File: config.mk
export PLATFORM = sky130hd
export DESIGN_NAME = xy_input_port_flat
export DESIGN_NICKNAME = d
export VERILOG_FILES = /design/src/rtl/xy_input_port_if.sv /design/src/rtl/xy_input_port.sv /design/src/flat_wrapper.sv
export SDC_FILE = /design/constraint.sdc
export NUM_CORES = 1
export LEC_CHECK = 0
export CAP_MARGIN = 10
export CORE_MARGIN = 8
export CORE_UTILIZATION = 55
export CTS_BUF_LIST = sky130_fd_sc_hd__clkbuf_4 sky130_fd_sc_hd__clkbuf_8
export DETAILED_ROUTE_END_ITERATION = 16
export PLACE_DENSITY = 0.79
export SETUP_SLACK_MARGIN = 0.05
export SLEW_MARGIN = 20
export SYNTH_ARGS = -nofsm -noshare
export SYNTH_HDL_FRONTEND = slang
export SYNTH_SLANG_ARGS = --single-unit
File: constraint.sdc
create_clock -name clk -period 6.75 [get_ports clk]
set_input_delay 0.675 -clock clk [delete_from_list [all_inputs] [get_ports clk]]
set_output_delay 0.675 -clock clk [all_outputs]
set_load 0.005 [all_outputs]
File: src/rtl/xy_input_port_if.sv
// Handshake and status bundle between an xy_input_port and its neighbours.
// Latency: none, this is wiring only.
// Backpressure: in_ready gates the input side; out_ready grants the routed output.
interface xy_input_port_if #(
    parameter int WIDTH = 39,
    parameter int DEPTH = 4
);
    localparam int CW = $clog2(DEPTH) + 1;

    logic [WIDTH-1:0] in_data;
    logic             in_valid;
    logic             in_ready;
    logic [WIDTH-1:0] out_data;
    logic [4:0]       out_valid;
    logic [4:0]       out_ready;
    logic             drop_pulse;
    logic [7:0]       drop_cnt;
    logic [CW-1:0]    occupancy;

    // port view taken by the input port block itself
    modport slave (
        input  in_data, in_valid, out_ready,
        output in_ready, out_data, out_valid, drop_pulse, drop_cnt, occupancy
    );

    // view taken by whatever feeds the port and consumes its routed output
    modport master (
        output in_data, in_valid, out_ready,
        input  in_ready, out_data, out_valid, drop_pulse, drop_cnt, occupancy
    );
endinterface

File: src/rtl/xy_input_port.sv
// Buffered mesh-router input port: FIFO, then a registered Y-first/X-second route stage.
// Latency: a packet pushed into an empty port is presented one edge later.
// Backpressure: in_ready drops when the FIFO is full; a held packet waits for its out_ready bit.

// Generic circular-buffer FIFO with a combinational head read.
// Latency: a pushed word is visible at the head after the push edge.
// Backpressure: the caller must not push when full or pop when empty.
module xy_fifo #(
    parameter int WIDTH = 39,
    parameter int DEPTH = 4
) (
    input  logic                       clk,
    input  logic                       rst,
    input  logic                       push,
    input  logic [WIDTH-1:0]           wr_dat,
    input  logic                       pop,
    output logic [WIDTH-1:0]           rd_dat,
    output logic [$clog2(DEPTH):0]     count
);
    localparam int PW = $clog2(DEPTH);

    logic [WIDTH-1:0] mem [DEPTH];
    logic [PW-1:0]    wr_ptr;
    logic [PW-1:0]    rd_ptr;

    assign rd_dat = mem[rd_ptr];

    // storage array; contents are don't-care until written
    always_ff @(posedge clk) begin
        if (push) begin
            mem[wr_ptr] <= wr_dat;
        end
    end

    // pointers wrap naturally since DEPTH is a power of two
    always_ff @(posedge clk or posedge rst) begin
        if (rst) begin
            wr_ptr <= '0;
            rd_ptr <= '0;
            count  <= '0;
        end else begin
            if (push) wr_ptr <= wr_ptr + 1'b1;
            if (pop)  rd_ptr <= rd_ptr + 1'b1;
            case ({push, pop})
                2'b10:   count <= count + 1'b1;
                2'b01:   count <= count - 1'b1;
                default: count <= count;
            endcase
        end
    end
endmodule

module xy_input_port #(
    parameter int WIDTH   = 39,
    parameter int AW      = 4,
    parameter int X_LSB   = 33,
    parameter int Y_LSB   = 29,
    parameter int X_LOCAL = 1,
    parameter int Y_LOCAL = 1,
    parameter int IN_DIR  = 0,
    parameter int DEPTH   = 4
) (
    input  logic             clk,
    input  logic             rst,
    xy_input_port_if.slave   bus
);
    localparam int CW = $clog2(DEPTH) + 1;
    localparam logic [CW-1:0] FULL = CW'(DEPTH);

    typedef enum logic {EMPTY = 1'b0, HOLD = 1'b1} st_t;

    st_t              state;
    st_t              state_nxt;
    logic [WIDTH-1:0] head;
    logic [CW-1:0]    count;
    logic             push;
    logic             load;
    logic             xfer;
    logic             fifo_ne;
    logic [2:0]       dir;
    logic [4:0]       dir_oh;
    logic             dir_drop;
    logic [WIDTH-1:0] rt_data;
    logic [4:0]       rt_oh;
    logic             rt_drop;
    logic [7:0]       drop_cnt;
    logic [AW-1:0]    dst_x;
    logic [AW-1:0]    dst_y;

    // ready depends only on stored fill level, never on out_ready
    assign bus.in_ready  = ~rst & (count != FULL);
    assign push          = bus.in_valid & bus.in_ready;
    assign fifo_ne       = (count != '0);
    assign bus.occupancy = count;
    assign bus.out_data  = rt_data;
    assign bus.drop_cnt  = drop_cnt;

    xy_fifo #(.WIDTH(WIDTH), .DEPTH(DEPTH)) u_fifo (
        .clk    (clk),
        .rst    (rst),
        .push   (push),
        .wr_dat (bus.in_data),
        .pop    (load),
        .rd_dat (head),
        .count  (count)
    );

    assign dst_x = head[X_LSB +: AW];
    assign dst_y = head[Y_LSB +: AW];

    // Y-first then X routing of the FIFO head; a U-turn back out the arrival port is dropped
    always_comb begin
        dir = 3'd2;
        if (dst_x == AW'(X_LOCAL) && dst_y == AW'(Y_LOCAL)) begin
            dir = 3'd4;
        end else if (dst_y > AW'(Y_LOCAL)) begin
            dir = 3'd1;
        end else if (dst_y < AW'(Y_LOCAL)) begin
            dir = 3'd0;
        end else if (dst_x > AW'(X_LOCAL)) begin
            dir = 3'd3;
        end
        dir_oh   = 5'b00001 << dir;
        dir_drop = (dir == 3'(IN_DIR));
    end

    // route stage state register
    always_ff @(posedge clk or posedge rst) begin
        if (rst) begin
            state <= EMPTY;
        end else begin
            state <= state_nxt;
        end
    end

    // next state: a dropped packet always frees the stage; a granted packet may be replaced at once
    always_comb begin
        state_nxt = state;
        case (state)
            EMPTY: if (fifo_ne) state_nxt = HOLD;
            HOLD: begin
                if (rt_drop) begin
                    state_nxt = EMPTY;
                end else if (xfer) begin
                    state_nxt = fifo_ne ? HOLD : EMPTY;
                end
            end
            default: state_nxt = EMPTY;
        endcase
    end

    // outputs: one-hot request unless the held packet is a drop, plus the FIFO pop
    always_comb begin
        bus.out_valid  = 5'b00000;
        bus.drop_pulse = 1'b0;
        if (state == HOLD) begin
            if (rt_drop) begin
                bus.drop_pulse = 1'b1;
            end else begin
                bus.out_valid = rt_oh;
            end
        end
        xfer = |(bus.out_valid & bus.out_ready);
        load = fifo_ne & ((state == EMPTY) | ((state == HOLD) & ~rt_drop & xfer));
    end

    // route register captures the popped head together with its routing decision
    always_ff @(posedge clk or posedge rst) begin
        if (rst) begin
            rt_data <= '0;
            rt_oh   <= '0;
            rt_drop <= 1'b0;
        end else if (load) begin
            rt_data <= head;
            rt_oh   <= dir_oh;
            rt_drop <= dir_drop;
        end
    end

    // saturating drop counter, bumped as the dropped packet enters the stage
    always_ff @(posedge clk or posedge rst) begin
        if (rst) begin
            drop_cnt <= '0;
        end else if (load && dir_drop && drop_cnt != 8'hFF) begin
            drop_cnt <= drop_cnt + 8'd1;
        end
    end
endmodule

File: src/flat_wrapper.sv
// flat-port wrapper written by rule: the top's interface ports become plain ports
module xy_input_port_flat 
#(
    parameter int WIDTH   = 39,
    parameter int AW      = 4,
    parameter int X_LSB   = 33,
    parameter int Y_LSB   = 29,
    parameter int X_LOCAL = 1,
    parameter int Y_LOCAL = 1,
    parameter int IN_DIR  = 0,
    parameter int DEPTH   = 4
)
  (clk, rst, bus_in_data, bus_in_valid, bus_out_ready, bus_in_ready, bus_out_data, bus_out_valid, bus_drop_pulse, bus_drop_cnt, bus_occupancy);
  xy_input_port_if #(.WIDTH(WIDTH), .DEPTH(DEPTH)) bus_i ();
  input  logic clk;
  input  logic rst;
  input wire logic [$bits(bus_i.in_data)-1:0] bus_in_data;
  input wire logic [$bits(bus_i.in_valid)-1:0] bus_in_valid;
  input wire logic [$bits(bus_i.out_ready)-1:0] bus_out_ready;
  output wire logic [$bits(bus_i.in_ready)-1:0] bus_in_ready;
  output wire logic [$bits(bus_i.out_data)-1:0] bus_out_data;
  output wire logic [$bits(bus_i.out_valid)-1:0] bus_out_valid;
  output wire logic [$bits(bus_i.drop_pulse)-1:0] bus_drop_pulse;
  output wire logic [$bits(bus_i.drop_cnt)-1:0] bus_drop_cnt;
  output wire logic [$bits(bus_i.occupancy)-1:0] bus_occupancy;
  assign bus_i.in_data = bus_in_data;
  assign bus_i.in_valid = bus_in_valid;
  assign bus_i.out_ready = bus_out_ready;
  assign bus_in_ready = bus_i.in_ready;
  assign bus_out_data = bus_i.out_data;
  assign bus_out_valid = bus_i.out_valid;
  assign bus_drop_pulse = bus_i.drop_pulse;
  assign bus_drop_cnt = bus_i.drop_cnt;
  assign bus_occupancy = bus_i.occupancy;
  xy_input_port #(.WIDTH(WIDTH), .AW(AW), .X_LSB(X_LSB), .Y_LSB(Y_LSB), .X_LOCAL(X_LOCAL), .Y_LOCAL(Y_LOCAL), .IN_DIR(IN_DIR), .DEPTH(DEPTH)) u_core (.clk(clk), .rst(rst), .bus(bus_i));
endmodule
==> qor.txt <==
GRT Util Overall -> 0.1706
synthesis-stage register bit count -> 216
Die Ht -> 137.8 um
post-placement cell count -> 736
Setup-failing EPs final -> 0
layout cells sized above 1 -> 0.1828
Area Growth Syn to Fin -> 23.82%
fin crit period -> 3688 ps
H-tree lvl count -> 2
sum of negative setup slack -> 0 ps
Slew HR -> 0.2893
period utilization -> 0.5463
num rows -> 44
largest net degree at the start of global routing -> 61
Clock Skew -> 24.01 ps
Post-route DRC -> 0
Buf/Inv on CP -> 3
Worst IR Drop VDD -> 231.4 uV
DP HPWL -> 9042 um
vias in the first global route -> 4687
CP max FO -> 50
Distinct cells, synth -> 36
GRT overflow -> 0
syn_nets -> 524
final setup margin -> 3063 ps
crit-path cells -> clkdlybuf4s50_1 > a222oi_1 > a211o_2 > inv_2 > ha_1 > inv_1 > fa_1 > xor2_1 > nor2_1 > xor2_1
I/O pin count -> 104
cell mode on critical path -> xor2_1
family with the most delay on the worst path -> compound AO/OA/AOI/OAI gates
Leakage -> 3.790 nW
routed wire length -> 15630 um
vias post-DR -> 4347
Ys Warns -> 0
Max Root-Sink Buffers -> 3
Slowest-stage cell, CP -> a211o_2
Hold/Removal Path Class -> flip-flop to flip-flop
first-pass GRT wire length -> 24540 um
Fill cells -> 1009
Detail Route Antenna Nets -> 0
Via density -> 5.420
Pwr Density -> 438.0 nW/um2
Syn Std Cell Area -> 8153 um2
hold_ws -> 473.2 ps
R2R cell count -> 9
final max-slew violation count -> 0
flop2flop setup slack -> 3230 ps
nets@finish -> 644
Worst-Skew Late Latency -> 520 ps
clk slew on worst S/H paths -> 60 ps
status -> finished, final reports clean
commonest non-fill, non-tap cell in the layout -> edfxtp_1
Avg Cell Area, Syn -> 17.35 um2
Crit. End Element -> flip-flop
Die ar. -> 18980 um2
CTS tree -> yes
Placer Congestion -> 0.7681
postcts setup bufs -> 0
drt pass-1 iters -> 4
Placeable Area -> 14530 um2
initial core utilization -> 0.5610
Die X -> 137.8 um
Post-CTS Resized -> 0
post-synthesis sequential area ratio -> 0.7587
total power -> 0.004421 W
Worst Max-Slew Pin Slew -> 1066 ps
f_max -> 271.2 MHz
hold depth -> 2
Hold Fails Final Rpt -> 0
Req. time, crit path -> 7140 ps
non-filler instance count after layout -> 802
Crit. path cell count -> 10
RSZ-0062 raised after global routing -> false
Arr. time, crit path -> 4070 ps
commonest non-fill, non-tap cells in the layout -> 156 x edfxtp_1, 126 x nand2_1, 101 x clkdlybuf4s50_1
CP peak stage delay -> 880 ps
Initial DRC Count -> 184
Gate Count Post-Synth -> 470
CTS Hold Bufs -> 0
antenna violations before repair -> 0
CTS Buf Count -> 36
Antenna Diode Count -> 0
number of clock sinks -> 216
Place WS -> 2495 ps
Max Cap Viol -> 0
DR WL/cell -> 19.49 um
critical path startpoint category -> input pin
IO Port Bufs -> 101
Clock Tree Root -> clkbuf_8
Setup CP Type -> input pin to flip-flop
-- state kept, by name, indices dropped and copies added (netlist names) --
signal,cells
u_core.state,1
u_core.u_fifo.count,3
u_core.u_fifo.rd_ptr,2
u_core.bus.out_data,39
u_core.u_fifo.mem,156
u_core.u_fifo.wr_ptr,2
u_core.bus.drop_cnt,8
u_core.rt_drop,1
u_core.rt_oh,4
-- worst paths after layout --
kind	from	to
setup / recovery	bus_out_ready[1]	u_core.u_fifo.count[2]$_DFFE_PP0P_
hold / removal	u_core.bus.out_data[2]$_DFFE_PP0P_	u_core.bus.out_data[2]$_DFFE_PP0P_
setup reg to reg	u_core.rt_oh[2]$_DFFE_PP0P_	u_core.u_fifo.count[2]$_DFFE_PP0P_
hold reg to reg	u_core.bus.out_data[2]$_DFFE_PP0P_	u_core.bus.out_data[2]$_DFFE_PP0P_
max in group asynchronous	rst	u_core.u_fifo.rd_ptr[0]$_DFFE_PP0P_
min in group asynchronous	rst	u_core.bus.out_data[14]$_DFFE_PP0P_
-- per-stage QoR --
step / cell area, um2 / util
floorplan: 8153 / -
global placement: 9316 / 0.6410
detailed placement: 9316 / 0.6410
CTS: 10090 / 0.6940
global route: 10090 / 0.6946
finish: 10090 / 0.6946
-- synth_stat cells, drive strengths merged --
cell type  number  area [um2]
or2b            1       7.510
nor3            3       26.28
edfxtp        156        4684
and2            6       37.54
xnor2          10       87.58
fa              1       20.02
mux4           39       878.3
and4bb          1       12.51
a31oi           1       6.260
a21boi          1       7.510
xor2            3       26.28
nand2         126       473.0
a222oi          1       10.01
a211o           1       8.760
a22o            1       8.760
nor2b           1       6.260
o31ai           1       7.510
a21oi           1       5.000
inv             8       30.03
nand4           4       25.02
nor2            2       7.510
o21ai           4       20.02
buf            11       62.55
nand3           2       10.01
dfrtp          60        1501
and3            5       31.28
ha              6       75.07
clkbuf          9       33.78
mux2i           1       10.01
mux2            1       11.26
and4            2       17.52
conb            1       3.750
-- worst register-to-register path: cells and delay by family, from the launching register on --
| family | cells | cell delay (ps) |
|---|---|---|
| AO/OA/AOI/OAI | 2 | 1270 |
| AND/OR/NAND/NOR | 1 | 70 |
| adder cells (fa/ha/maj) | 2 | 620 |
| buffers and inverters | 2 | 740 |
| XOR/XNOR | 2 | 290 |
| flip-flops | 1 | 410 |
-- logic make-up after synthesis --
| logic type | share of synthesized area |
|---|---|
| multiplexers | 0.1103 |
| AND/OR/NAND/NOR | 0.08027 |
| buffers and inverters | 0.01550 |
| other | 0.0004600 |
| AO/OA/AOI/OAI | 0.009056 |
| flip-flops | 0.7587 |
| XOR/XNOR | 0.01397 |
| adder cells (fa/ha/maj) | 0.01166 |
-- final cells by class --
type,instances,area [um2],area share
repair buffers,102,1018,0.1009
flip-flops and latches,216,6191,0.6133
multi-input cells,226,1854,0.1837
clock inverters,15,125.1,0.01239
well taps,184,230.2,0.02281
clock buffers,51,645.6,0.06396
inverters,8,30.03,0.002975
-- layer usage --
metal | GRT usage | share of wire | wire, um | vias to the layer above
met5 | 0 | 0 | 0 | -
met4 | 0.05672 | 0.014 | 217 | 0
met3 | 0.05142 | 0.067 | 1053 | 23
met2 | 0.2835 | 0.50 | 7815 | 126
met1 | 0.2102 | 0.42 | 6547 | 2216
li1 | - | - | - | 1982
-- report_power, final --
part           switching, W  total (W)  internal (W)
combinational      0.000599    0.00127      0.000671
clock              0.000499    0.00120      0.000697
sequential         0.000249    0.00195       0.00171
Note: power is estimated with default switching activity, not from simulation.
